`src/rtl/mem_arbiter_if.sv`:
```
// Request/response bundle between the ICache, the LSB, mem_arbiter and mem_ctrl.
// The arbiter takes the slave view; the surrounding blocks (or a bench) take the master view.
interface mem_arbiter_if;
    logic        ic_req;
    logic [31:0] ic_addr;
    logic        ic_done;
    logic [31:0] ic_data;

    logic        lsb_req;
    logic        lsb_we;
    logic [1:0]  lsb_size;
    logic [31:0] lsb_addr;
    logic [31:0] lsb_wdata;
    logic        lsb_done;
    logic [31:0] lsb_rdata;

    logic        mc_req;
    logic        mc_we;
    logic [1:0]  mc_size;
    logic [31:0] mc_addr;
    logic [31:0] mc_wdata;
    logic        mc_done;
    logic [31:0] mc_rdata;

    modport slave (
        input  ic_req, ic_addr,
        output ic_done, ic_data,
        input  lsb_req, lsb_we, lsb_size, lsb_addr, lsb_wdata,
        output lsb_done, lsb_rdata,
        output mc_req, mc_we, mc_size, mc_addr, mc_wdata,
        input  mc_done, mc_rdata
    );

    modport master (
        output ic_req, ic_addr,
        input  ic_done, ic_data,
        output lsb_req, lsb_we, lsb_size, lsb_addr, lsb_wdata,
        input  lsb_done, lsb_rdata,
        input  mc_req, mc_we, mc_size, mc_addr, mc_wdata,
        output mc_done, mc_rdata
    );
endinterface

```
`src/rtl/mem_arbiter.sv`:
```
// Arbitrates the single mem_ctrl port between ICache and LSB, one transfer at a time.
// Optional IC starvation guard is compiled in with `define STARVE_GUARD_EN.
module mem_arbiter #(
    parameter int STARVE_LIMIT = 4
) (
    input  logic          clk,
    input  logic          rst,
    input  logic          rdy,
    input  logic          rollback,
    mem_arbiter_if.slave  bus
);

    typedef enum logic [1:0] {IDLE, ISSUE, WAIT} state_t;
    typedef enum logic [1:0] {OWN_NONE, OWN_IC, OWN_LD, OWN_ST} owner_t;

    if (STARVE_LIMIT < 1) begin : g_limit_check
        $error("STARVE_LIMIT must be at least 1");
    end

    state_t      state_q, state_d;
    owner_t      owner_q, owner_d;
    logic        squash_q, squash_d;
    logic        mc_we_q, mc_we_d;
    logic [1:0]  mc_size_q, mc_size_d;
    logic [31:0] mc_addr_q, mc_addr_d;
    logic [31:0] mc_wdata_q, mc_wdata_d;
    logic        ic_done_q, ic_done_d;
    logic        lsb_done_q, lsb_done_d;
    logic [31:0] ic_data_q, ic_data_d;
    logic [31:0] lsb_rdata_q, lsb_rdata_d;

    logic in_idle, any_done, ic_ok, lsb_ok, force_ic;
    logic grant_ic, grant_lsb, squashable, kill;

    // The cycle a done pulses is a turnaround cycle with no grant, so the
    // earliest reissue after mc_done at D is D+3 and a held request cannot double-grant.
    assign in_idle  = (state_q == IDLE);
    assign any_done = ic_done_q | lsb_done_q;
    assign ic_ok    = bus.ic_req  & ~any_done & ~rollback;
    assign lsb_ok   = bus.lsb_req & ~any_done & ~rollback;

    assign grant_lsb = in_idle & lsb_ok & ~force_ic;
    assign grant_ic  = in_idle & ic_ok  & ~grant_lsb;

    // Stores always complete visibly; fetches and loads die with the rollback.
    assign squashable = (owner_q == OWN_IC) | (owner_q == OWN_LD);
    assign kill       = squash_q | (rollback & squashable);

`ifdef STARVE_GUARD_EN
    localparam int CW = $clog2(STARVE_LIMIT + 1);
    logic [CW-1:0] starve_cnt;

    assign force_ic = ic_ok & (starve_cnt >= CW'(STARVE_LIMIT));

    always_ff @(posedge clk) begin
        if (rst) begin
            starve_cnt <= '0;
        end else if (rdy) begin
            if (grant_ic) begin
                starve_cnt <= '0;
            end else if (grant_lsb) begin
                if (!bus.ic_req)
                    starve_cnt <= '0;
                else if (starve_cnt < CW'(STARVE_LIMIT))
                    starve_cnt <= starve_cnt + CW'(1);
            end
        end
    end
`else
    assign force_ic = 1'b0;
`endif

    always_comb begin
        state_d     = state_q;
        owner_d     = owner_q;
        squash_d    = squash_q;
        mc_we_d     = mc_we_q;
        mc_size_d   = mc_size_q;
        mc_addr_d   = mc_addr_q;
        mc_wdata_d  = mc_wdata_q;
        ic_done_d   = 1'b0;
        lsb_done_d  = 1'b0;
        ic_data_d   = ic_data_q;
        lsb_rdata_d = lsb_rdata_q;

        unique case (state_q)
            IDLE: begin
                if (grant_lsb) begin
                    mc_we_d    = bus.lsb_we;
                    mc_size_d  = bus.lsb_size;
                    mc_addr_d  = bus.lsb_addr;
                    mc_wdata_d = bus.lsb_wdata;
                    owner_d    = bus.lsb_we ? OWN_ST : OWN_LD;
                    state_d    = ISSUE;
                end else if (grant_ic) begin
                    mc_we_d    = 1'b0;
                    mc_size_d  = 2'd2;
                    mc_addr_d  = bus.ic_addr;
                    mc_wdata_d = 32'h0;
                    owner_d    = OWN_IC;
                    state_d    = ISSUE;
                end
            end
            ISSUE: begin
                state_d  = WAIT;
                squash_d = kill;
            end
            WAIT: begin
                squash_d = kill;
                if (bus.mc_done) begin
                    state_d  = IDLE;
                    owner_d  = OWN_NONE;
                    squash_d = 1'b0;
                    if (!kill) begin
                        if (owner_q == OWN_IC) begin
                            ic_done_d = 1'b1;
                            ic_data_d = bus.mc_rdata;
                        end else begin
                            lsb_done_d  = 1'b1;
                            lsb_rdata_d = bus.mc_rdata;
                        end
                    end
                end
            end
            default: state_d = IDLE;
        endcase
    end

    always_ff @(posedge clk) begin
        if (rst) begin
            state_q     <= IDLE;
            owner_q     <= OWN_NONE;
            squash_q    <= 1'b0;
            mc_we_q     <= 1'b0;
            mc_size_q   <= 2'd0;
            mc_addr_q   <= 32'h0;
            mc_wdata_q  <= 32'h0;
            ic_done_q   <= 1'b0;
            lsb_done_q  <= 1'b0;
            ic_data_q   <= 32'h0;
            lsb_rdata_q <= 32'h0;
        end else if (rdy) begin
            state_q     <= state_d;
            owner_q     <= owner_d;
            squash_q    <= squash_d;
            mc_we_q     <= mc_we_d;
            mc_size_q   <= mc_size_d;
            mc_addr_q   <= mc_addr_d;
            mc_wdata_q  <= mc_wdata_d;
            ic_done_q   <= ic_done_d;
            lsb_done_q  <= lsb_done_d;
            ic_data_q   <= ic_data_d;
            lsb_rdata_q <= lsb_rdata_d;
        end
    end

    assign bus.mc_req    = (state_q == ISSUE);
    assign bus.mc_we     = mc_we_q;
    assign bus.mc_size   = mc_size_q;
    assign bus.mc_addr   = mc_addr_q;
    assign bus.mc_wdata  = mc_wdata_q;
    assign bus.ic_done   = ic_done_q;
    assign bus.ic_data   = ic_data_q;
    assign bus.lsb_done  = lsb_done_q;
    assign bus.lsb_rdata = lsb_rdata_q;

endmodule
```
`src/flat_wrapper.sv`:
```
// flat-port wrapper written by rule: the top's interface ports become plain ports
module mem_arbiter_flat 
#(
    parameter int STARVE_LIMIT = 4
)
  (clk, rst, rdy, rollback, bus_ic_req, bus_ic_addr, bus_ic_done, bus_ic_data, bus_lsb_req, bus_lsb_we, bus_lsb_size, bus_lsb_addr, bus_lsb_wdata, bus_lsb_done, bus_lsb_rdata, bus_mc_req, bus_mc_we, bus_mc_size, bus_mc_addr, bus_mc_wdata, bus_mc_done, bus_mc_rdata);
  mem_arbiter_if bus_i ();
  input  logic clk;
  input  logic rst;
  input  logic rdy;
  input  logic rollback;
  input wire logic [$bits(bus_i.ic_req)-1:0] bus_ic_req;
  input wire logic [$bits(bus_i.ic_addr)-1:0] bus_ic_addr;
  output wire logic [$bits(bus_i.ic_done)-1:0] bus_ic_done;
  output wire logic [$bits(bus_i.ic_data)-1:0] bus_ic_data;
  input wire logic [$bits(bus_i.lsb_req)-1:0] bus_lsb_req;
  input wire logic [$bits(bus_i.lsb_we)-1:0] bus_lsb_we;
  input wire logic [$bits(bus_i.lsb_size)-1:0] bus_lsb_size;
  input wire logic [$bits(bus_i.lsb_addr)-1:0] bus_lsb_addr;
  input wire logic [$bits(bus_i.lsb_wdata)-1:0] bus_lsb_wdata;
  output wire logic [$bits(bus_i.lsb_done)-1:0] bus_lsb_done;
  output wire logic [$bits(bus_i.lsb_rdata)-1:0] bus_lsb_rdata;
  output wire logic [$bits(bus_i.mc_req)-1:0] bus_mc_req;
  output wire logic [$bits(bus_i.mc_we)-1:0] bus_mc_we;
  output wire logic [$bits(bus_i.mc_size)-1:0] bus_mc_size;
  output wire logic [$bits(bus_i.mc_addr)-1:0] bus_mc_addr;
  output wire logic [$bits(bus_i.mc_wdata)-1:0] bus_mc_wdata;
  input wire logic [$bits(bus_i.mc_done)-1:0] bus_mc_done;
  input wire logic [$bits(bus_i.mc_rdata)-1:0] bus_mc_rdata;
  assign bus_i.ic_req = bus_ic_req;
  assign bus_i.ic_addr = bus_ic_addr;
  assign bus_ic_done = bus_i.ic_done;
  assign bus_ic_data = bus_i.ic_data;
  assign bus_i.lsb_req = bus_lsb_req;
  assign bus_i.lsb_we = bus_lsb_we;
  assign bus_i.lsb_size = bus_lsb_size;
  assign bus_i.lsb_addr = bus_lsb_addr;
  assign bus_i.lsb_wdata = bus_lsb_wdata;
  assign bus_lsb_done = bus_i.lsb_done;
  assign bus_lsb_rdata = bus_i.lsb_rdata;
  assign bus_mc_req = bus_i.mc_req;
  assign bus_mc_we = bus_i.mc_we;
  assign bus_mc_size = bus_i.mc_size;
  assign bus_mc_addr = bus_i.mc_addr;
  assign bus_mc_wdata = bus_i.mc_wdata;
  assign bus_i.mc_done = bus_mc_done;
  assign bus_i.mc_rdata = bus_mc_rdata;
  mem_arbiter #(.STARVE_LIMIT(STARVE_LIMIT)) u_core (.clk(clk), .rst(rst), .rdy(rdy), .rollback(rollback), .bus(bus_i));
endmodule
```
`config.mk`:
```
export PLATFORM = sky130hd
export DESIGN_NAME = mem_arbiter_flat
export DESIGN_NICKNAME = d
export VERILOG_FILES = /design/src/rtl/mem_arbiter_if.sv /design/src/rtl/mem_arbiter.sv /design/src/flat_wrapper.sv
export SDC_FILE = /design/constraint.sdc
export NUM_CORES = 1
export LEC_CHECK = 0
export ABC_CLOCK_PERIOD_IN_PS = 1740
export CORE_MARGIN = 1
export CORE_UTILIZATION = 37
export CTS_BUF_LIST = sky130_fd_sc_hd__clkbuf_8
export CTS_CLUSTER_SIZE = 8
export DETAILED_ROUTE_END_ITERATION = 10
export GPL_TIMING_DRIVEN = 0
export PLACE_DENSITY = 0.78
export SKIP_LAST_GASP = 1
export SLEW_MARGIN = 20
export SYNTH_ARGS = -nofsm -noshare
export SYNTH_HDL_FRONTEND = slang
export SYNTH_SLANG_ARGS = --single-unit
```
`constraint.sdc`:
```
create_clock -name clk -period 1.74 [get_ports clk]
set_clock_uncertainty 0.05 [all_clocks]
set_input_delay 0.348 -clock clk [delete_from_list [all_inputs] [get_ports clk]]
set_output_delay 0.348 -clock clk [all_outputs]
set_load 0.01 [all_outputs]
```
# Word-level counts from Yosys, hierarchy flattened
# Cells that the tools add are included.
word_totals:
  memories: 0
  regBits: 138
  rom_bits: 0
  word_cells: 68
  latchBits: 0
  out_inout_bits: 134
  inputBits: 138
  ramBits: 0
classes:
  n_reduce_logical: 10
  n_addsub: 0
  order_cmp: 0
  bitwise: 16
  multipliers: 0
  shifts: 0
  div_mod_pow: 0
  n_mux: 25
  eq_ne: 6
op_table:
  columns: ["op", "count"]
  rows:
  - ["32-bit two-way mux", 4]
  - ["1-bit two-way mux", 12]
  - ["2-bit two-way mux", 6]
  - ["5-bit AND reduction", 2]
  - ["1-bit bitwise AND", 8]
  - ["2-bit case mux with 3 select lines", 1]
  - ["3-bit AND reduction", 2]
  - ["2-bit nonzero test", 3]
  - ["1-bit NOT", 5]
  - ["2-bit by 1-bit equality test with 1-bit output, second input constant", 2]
  - ["2-bit equality test, second input constant", 2]
  - ["2-bit case mux with 2 select lines", 1]
  - ["4-bit AND reduction", 1]
  - ["3-bit inequality test, second input constant", 1]
  - ["1-bit bitwise OR", 3]
  - ["2-bit logical NOT", 1]
  - ["2-bit inequality test, second input constant", 1]
  - ["1-bit case mux with 2 select lines", 1]
  - ["2-bit AND reduction", 1]

# Depth between registers and ports, before layout
# Gate-level depths: netlist of run 1.
depth:
  word_depth: 10
  ltp_mapped: 8

# Worst setup path after synthesis of run 1
# Ideal clock, no wire load.
synth_path:
  path_type: "register to register"
  startpoint: "register u_core.owner_q[1]"
  endpoint: "register u_core.ic_data_q[25] (netlist: u_core.bus.ic_data[25])"
  t_required_ps: 1556
  path_buffers: 2
  path_stages_with_launch: 9
  synth_period_minus_slack_ps: 1728
  arrival_time_ps: 1545
  slack_ps: 12
  cell_sequence: "dfxtp_1 -> inv_1 -> ha_1 -> nor2b_1 -> or4b_1 -> buf_2 -> buf_6 -> nand2_1 -> a21oi_1"
synth_between:
  elab_chain_cells: 6
  word_cells_on_any_way: 7
synth_lines:
  columns: ["item", "line_no", "rtl"]
  rows:
  - ["start, declared", "mem_arbiter.sv:21", "owner_t owner_q, owner_d;"]
  - ["start signal, assigned", "mem_arbiter.sv:144", "owner_q <= owner_d;"]
  - ["2-bit by 1-bit equality test with 1-bit output or 2-bit equality test (tied branches)", "mem_arbiter.sv:46, mem_arbiter.sv:115", null]
  - ["1-bit bitwise OR", "mem_arbiter.sv:46", "assign squashable = (owner_q == OWN_IC) | (owner_q == OWN_LD);"]
  - ["1-bit bitwise AND", "mem_arbiter.sv:47", "assign kill = squash_q | (rollback & squashable);"]
  - ["1-bit bitwise OR", "mem_arbiter.sv:47", null]
  - ["1-bit NOT (no source line)", null, null]
  - ["5-bit AND reduction (no source line) (*)", null, null]
  - ["end signal, assigned", "mem_arbiter.sv:152", "ic_data_q <= ic_data_d;"]
  - ["end, declared", "mem_arbiter.sv:29", "logic [31:0] ic_data_q, ic_data_d;"]
# Mark *: on every way between the ends. The rest lies on a longest branch, timed or not.
# A chain may end at the register's enable or synchronous reset.

# Final worst setup path of run 1
layout_path:
  startpoint: "register u_core.owner_q[1]"
  endpoint: "register u_core.ic_data_q[6] (netlist: u_core.bus.ic_data[6])"
# The elaborated chain is that of the path after synthesis.

==> impl_results.md, run 1 <==
* Most common cell after layout, fill and taps aside: clkdlybuf4s50_1
* Most frequent cells in the layout: clkdlybuf4s50_1 (135), dfxtp_1 (134), nand2_1 (111)
* Fin. max-slew vios at 0
* Startpoint types: register
* Register area at 0.00277 mm²
* Placed insts at approximately 1000
* Initial antenna violation count at 0
* Endpoint class of the critical path: register
* Core ar. at ~0.013 mm²
* Port bufs at 270
* Post-DR wirelength/cell at 16.3 µm
* Layout Cells excl Fill at 1054
* Failing checks: negative setup slack
* Total congestion overflow at 0
* Crit path launch: u_core.owner_q[1]$_SDFFE_PP0P_
* Antenna-violating nets left at 0
* Yosys reg bits at 138
* Synth unique cells at 33
* CP max stage delay at a little under 0.5 ns
* Hold Crit Depth at 4
* P_leak at around 4.4 nW
* Power share of the clock group at around two fifths
* Maximum number of pins on one net before global-route repair at 17
* Outcome: finished with violations
* Sw Ratio at 23.3%
* DRC at 0
* Final WL at around 17000 µm
* Final worst setup slack at -0.0741 ns
* Peak VDD IR at 443 µV
* Worst hold path class: input pin to register
* Synth Instances at between 500 and 600
* First-pass GRT wire length at around 26000 µm
* Reg-to-reg endpoint: u_core.bus.ic_data[6]$_SDFFE_PP0P_
* P per Cell Area at approximately 790 mW/mm²
* Slowest stage cell, crit path: or4b_4
* Worst EP required at 1.99 ns
* Vias at 5294
* Internal power at 5.52 mW
* Initial Utilization at around two fifths
* Tot Pwr at ~7.2 mW
* Final Hold Fails at 0
* Hold endpoint: u_core.owner_q[0]$_SDFFE_PP0P_
* GRT Total Usage at a little under a quarter
* Pre-CTS setup slack at -0.770 ns
* Vias in the first global route at 5177
* HP Start: rollback
* Logic gate share of total power at between 10% and 20%
* IO Count at 272
* Clk root buf: clkbuf_8
* Ant. Diodes at 0
* RSZ-0062 raised after global routing: true
* Multi-input logic area at 0.00241 mm²
* Measured slew at the worst slew-check pin at approximately 0.74 ns
* Flop-to-flop setup slack at -0.07 ns
* Slew margin rel. at about half
* CP Data Arrival Time at approximately 2.1 ns
* # Max-Cap Violations at 0
* Syn Area/Cell at 9.29 µm²
* Die height at about 120 µm
* DRT Pass-1 Iters at 5
* CTS tree: done
* Critical path type: register to register
* GP Congestion at ~0.83
* Die area at ~0.014 mm²
* Minimum clock period at between 1.5 and 2 ns
* H-tree depth at 4
* Post-synthesis sequential area ratio at 54.0%
* Clock slew at reported path FFs at approximately 0.080 ns
* Sequential group share of total power at 45.8%
* Reg2reg start: u_core.owner_q[1]$_SDFFE_PP0P_
* Layout fillers at around 1000
* Fraction of layout cells with a size suffix above 1 at between 15 and 20%
* # rows at 42
* Sw power at 1.68 mW
* CTS Buf Count at 17
* Crit-path max FO at 7
* Clock latency on the worst-skew pair at approximately 0.43 ns
* Post-Syn Nets at roughly 690
* DR vias/cell at roughly 5.0
* Synth warnings at 0
* DRC marker count from the first detailed-route iteration at about 340
* Final setup vio count at 32
* Clock sinks at approximately 140
* Period utilisation layout at 104%
* Synth-to-layout area growth at 78.3%
* Achievable Freq at 551 MHz
* Net count, final at approximately 1000
* DP HPWL at ~12000 µm
* CTS Buffer Depth at 2
* Mapped Area at 0.00512 mm²
* Die W at between 100 and 150 µm
* CP Cell Sequence: inv_2 -> ha_4 -> nor2b_4 -> or4b_4 -> buf_12 -> buf_8 -> nand2_1 -> a21oi_2
* Placed inst area at 0.00804 mm²
* Worst Reg2Reg Path Length in Cells at 8
* Final Cell Area at 0.00913 mm²
[Yosys cell counts, drive strengths merged]
| cell | number | share of area [%] |
|---|---|---|
| dfxtp | 138 | 54 |
| nand2 | 130 | 9.5 |
| a21oi | 67 | 6.6 |
| nor2 | 38 | 2.8 |
| a22o | 34 | 5.8 |
| a211oi | 33 | 4.8 |
| mux2i | 33 | 6.5 |
| buf | 26 | 3.2 |
| clkbuf | 17 | 1.2 |
| nand2b | 7 | 0.90 |
| ha | 4 | 0.98 |
| inv | 4 | 0.29 |
| nor3 | 3 | 0.39 |
| o21ai | 2 | 0.20 |
| o32ai | 2 | 0.34 |
| a21o | 1 | 0.15 |
| a31oi | 1 | 0.12 |
| nand3 | 1 | 0.098 |
| nand3b | 1 | 0.15 |
| nor2b | 1 | 0.12 |
| nor3b | 1 | 0.37 |
| nor4 | 1 | 0.24 |
| nor4b | 1 | 0.29 |
| o2111a | 1 | 0.22 |
| o211ai | 1 | 0.15 |
| o21a | 1 | 0.15 |
| or4 | 1 | 0.15 |
| or4b | 1 | 0.20 |
[routing by layer]
layer / wire, µm / GRT usage, % / vias up / share of wire, %
li1: - / - / 2533 / -
met5: 0 / 0 / - / 0
met3: 1340 / 7.27 / 43 / 7.8
met4: 540 / 10.4 / 0 / 3.1
met1: 6770 / 25.8 / 2469 / 39
met2: 8580 / 39.8 / 249 / 50
[worst max-delay path by stage]
stage | end | slack, ns | cells after the start
after floorplan | u_core.bus.ic_data[25]$_SDFFE_PP0P_ | 0.01 | 8
after global placement | u_core.bus.ic_data[4]$_SDFFE_PP0P_ | -0.70 | 6
after detailed placement | u_core.bus.ic_data[25]$_SDFFE_PP0P_ | -0.77 | 6
after CTS | u_core.bus.mc_addr[16]$_SDFFE_PP0P_ | -0.07 | 6
after global routing | u_core.bus.ic_data[6]$_SDFFE_PP0P_ | -0.15 | 8
final | u_core.bus.ic_data[6]$_SDFFE_PP0P_ | -0.07 | 8
[cell type report]
class | count | area share (%)
plain buffers | 43 | 3.95
flip-flops and latches | 138 | 30.4
multi-input cells | 366 | 26.4
repair buffers | 295 | 31.7
clock inverters | 11 | 1.84
clock buffers | 21 | 3.17
inverters | 4 | 0.192
well taps | 176 | 2.41
[sequential cells by signal (all words and copies together) (netlist names), 2 cells and up]
register,flops
u_core.bus.ic_data,32
u_core.bus.lsb_rdata,32
u_core.bus.mc_addr,32
u_core.bus.mc_size,2
u_core.bus.mc_wdata,32
u_core.owner_q,2
u_core.state_q,2
[power by group through the flow]
stage	sequential (mW)	clock [mW]	combinational, mW
final	3.30	2.93	0.967
after global routing	3.31	3.11	1.04
after CTS	3.30	2.97	0.923
after detailed placement	3.37	0	0.936
after global placement	3.37	0	0.917
after floorplan	3.41	0	0.303
[critical path: cells and delay by family, from the launching register on]
family                   cells  cell delay (ns)
buffers and inverters        3             0.35
AO/OA/AOI/OAI                1             0.06
adder cells (fa/ha/maj)      1             0.27
AND/OR/NAND/NOR              3             0.62
flip-flops                   1             0.32
[logic make-up (layout without fill, tap and decap cells)]
logic type               Yosys count  count (layout)  synth area share (%)
adder cells (fa/ha/maj)            4               4                 0.978
AND/OR/NAND/NOR                  186             186                  15.2
multiplexers                      33              33                  6.45
flip-flops                       138             138                  54.0
AO/OA/AOI/OAI                    143             143                  18.6
buffers and inverters             47             374                  4.77
[metrics by stage]
step	hold slack [ns]	TNS, ns	utilization, %
finish	0.366	-1.07	68.4
global route	0.369	-5.07	68.4
CTS	0.405	-2.08	65.1
detailed placement	0.397	-81.92	60.2
global placement	0.391	-74.10	60.2
floorplan	0.414	0	-
[timing repair]
item,CTS,global route
hold buffers,0,0
gates cloned,3,2
setup endpoints to repair,231,157
hold endpoints to repair,0,0
pin swaps,21,17
buffers inserted,6,14
gates resized for setup,178,97
Note: power is estimated with default switching activity, not from simulation.
==> inputs of run 2 (changes only) <==
--- a/config.mk
+++ b/config.mk
@@ -18,3 +18,4 @@
 export SYNTH_ARGS = -nofsm -noshare
 export SYNTH_HDL_FRONTEND = slang
 export SYNTH_SLANG_ARGS = --single-unit
+export TNS_END_PERCENT = 30
==> impl_results.md, run 2 (synthesis gave the netlist of run 1 again) <==
* Outcome: finished with violations
* Failing checks: negative setup slack
* Ant. Diodes at 0
* Clk root buf: clkbuf_8
* Critical path type: register to register
* DRC at 0
* H-tree depth at 4
* Internal power at between 5 and 6 mW
* Clock latency on the worst-skew pair at approximately 0.43 ns
* Clock sinks at 138
* Total congestion overflow at 0
* CTS Buf Count at 17
* Sw Ratio at 23.3%
* Net count, final at 1016
* IO Count at ~270
* Final setup vio count at 101
* DR vias/cell at 5.07
* Final WL at about 18000 µm
* Startpoint types: register
* DRT Pass-1 Iters at 5
* RSZ-0062 raised after global routing: true
* CTS tree: done
* WP buf/inv at 3
* Sw power at 1.70 mW
* Vias in the first global route at between 5000 and 6000
* Vias at around 5400
* CP max stage delay at 0.58 ns
* Post-DR wirelength/cell at 16.8 µm
* Maximum number of pins on one net before global-route repair at 17
* P_leak at roughly 3.6 nW
* Die area at about 0.014 mm²
* Port bufs at 270
* P per Cell Area at ~770 mW/mm²
* Multi-input logic area at 0.00257 mm²
* CP Data Arrival Time at between 2 and 2.5 ns
* Peak VDD IR at just under 500 µV
* Crit-path leading delay family: simple AND/OR/NAND/NOR gates
* Die W at between 100 and 150 µm
* Logic gate share of total power at between 10 and 15%
* Final worst setup slack at -0.115 ns
* Finished Core Util at approximately 71%
* Measured slew at the worst slew-check pin at around 0.73 ns
* Most frequent cells in the layout: clkdlybuf4s50_1 (266), dfxtp_1 (135), nand2_1 (90)
* # rows at 42
* Endpoint class of the critical path: register
* Initial Utilization at a little under two fifths
* DRC marker count from the first detailed-route iteration at around 270
* Minimum clock period at 1.85 ns
* DP HPWL at 12500 µm
* Register area at approximately 0.0028 mm²
* Layout Cells excl Fill at between 1000 and 1500
* # hold bufs at CTS at 0
* CP Cell Sequence: inv_4 -> ha_4 -> nand2_8 -> or4_4 -> buf_12 -> clkbuf_16 -> nand2_2 -> a21oi_2
* Slew margin rel. at 51.4%
* CTS Buffer Depth at 2
* Achievable Freq at 539 MHz
* Pre-CTS setup slack at -0.770 ns
* Most common cell after layout, fill and taps aside: clkdlybuf4s50_1
* Crit-path max FO at 5
* GRT Total Usage at a little under a quarter
* Layout fillers at 940
* Die height at roughly 120 µm
* # Max-Cap Violations at 0
* Slowest stage cell, crit path: or4_4
* Sequential group share of total power at between 40% and 50%
* Placed insts at about 1000
* Clock slew at reported path FFs at approximately 0.07 ns
* Initial antenna violation count at 0
* Tot Pwr at approximately 7.3 mW
* Period utilisation layout at 107%
* Power share of the clock group at between 40% and 50%
* Antenna-violating nets left at 0
* Worst EP required at 1.98 ns
* First-pass GRT wire length at approximately 26000 µm
* Worst hold path class: register to register
* Synth-to-layout area growth at 85.9%
* GP Congestion at a little over 0.8
* Fraction of layout cells with a size suffix above 1 at 21.3%
* Core ar. at between 0.01 and 0.015 mm²
* Final Hold Fails at 0
* Fin. max-slew vios at 0
==> run 2: path summary, 6_finish.rpt <==
path | startpoint | to | slack (ns) | cells after the start
worst max-delay path | u_core.state_q[0]$_SDFFE_PP0P_ | u_core.bus.lsb_rdata[25]$_SDFFE_PP0P_ | -0.11 | 8
worst min-delay path | u_core.bus.ic_data[19]$_SDFFE_PP0P_ | u_core.bus.ic_data[19]$_SDFFE_PP0P_ | 0.40 | 2
worst max register to register | u_core.state_q[0]$_SDFFE_PP0P_ | u_core.bus.lsb_rdata[25]$_SDFFE_PP0P_ | -0.11 | 8
worst min register to register | u_core.bus.ic_data[19]$_SDFFE_PP0P_ | u_core.bus.ic_data[19]$_SDFFE_PP0P_ | 0.40 | 2
==> run 2: worst register-to-register path: stages, from the launching register on <==
cell       delay [ns]
dfxtp_2          0.34
inv_4            0.07
ha_4             0.16
nand2_8          0.06
or4_4            0.58
buf_12           0.17
clkbuf_16        0.16
nand2_2          0.07
a21oi_2          0.05
==> run 2: routing by layer <==
layer / share of wire, % / up-vias / GRT usage, %
met5: 0 / - / 0
met4: 2.9 / 0 / 10.5
met3: 7.5 / 38 / 7.13
met2: 51 / 260 / 39.5
met1: 39 / 2538 / 25.9
li1: - / 2549 / -
==> run 2: area by class of cell <==
type                            instances  share of cell area [%]
Buffer                                 43                    4.09
Clock buffer                           21                    3.04
Clock inverter                         11                    1.76
Inverter                                4                   0.184
Multi-Input combinational cell        366                    27.0
Sequential cell                       138                    29.1
Tap cell                              176                    2.31
Timing Repair Buffer                  304                    32.6
==> run 2: power groups by stage <==
stage               sequential [mW]  combinational [mW]  clock (mW)
CTS                            3.30               0.973        2.97
detailed placement             3.37               0.936           0
global route                   3.31                1.12        3.11
global placement               3.37               0.917           0
finish                         3.30                1.05        2.93
floorplan                      3.41               0.303           0
==> run 2: timing repair <==
action | in CTS | in global routing
setup endpoints to repair | 231 | 260
setup buffers | 6 | 20
resized for setup | 71 | 130
gates cloned | 3 | 5
pin swaps | 20 | 47
==> run 2: per-stage QoR <==
| step | cell area [µm²] | TNS [ns] | hold WS (ns) |
|---|---|---|---|
| after floorplan | 5120 | 0 | 0.414 |
| after global placement | 8040 | -74.10 | 0.391 |
| after detailed placement | 8040 | -81.92 | 0.397 |
| after CTS | 8800 | -4.00 | 0.406 |
| after global routing | 9520 | -14.41 | 0.430 |
| final | 9520 | -4.97 | 0.403 |
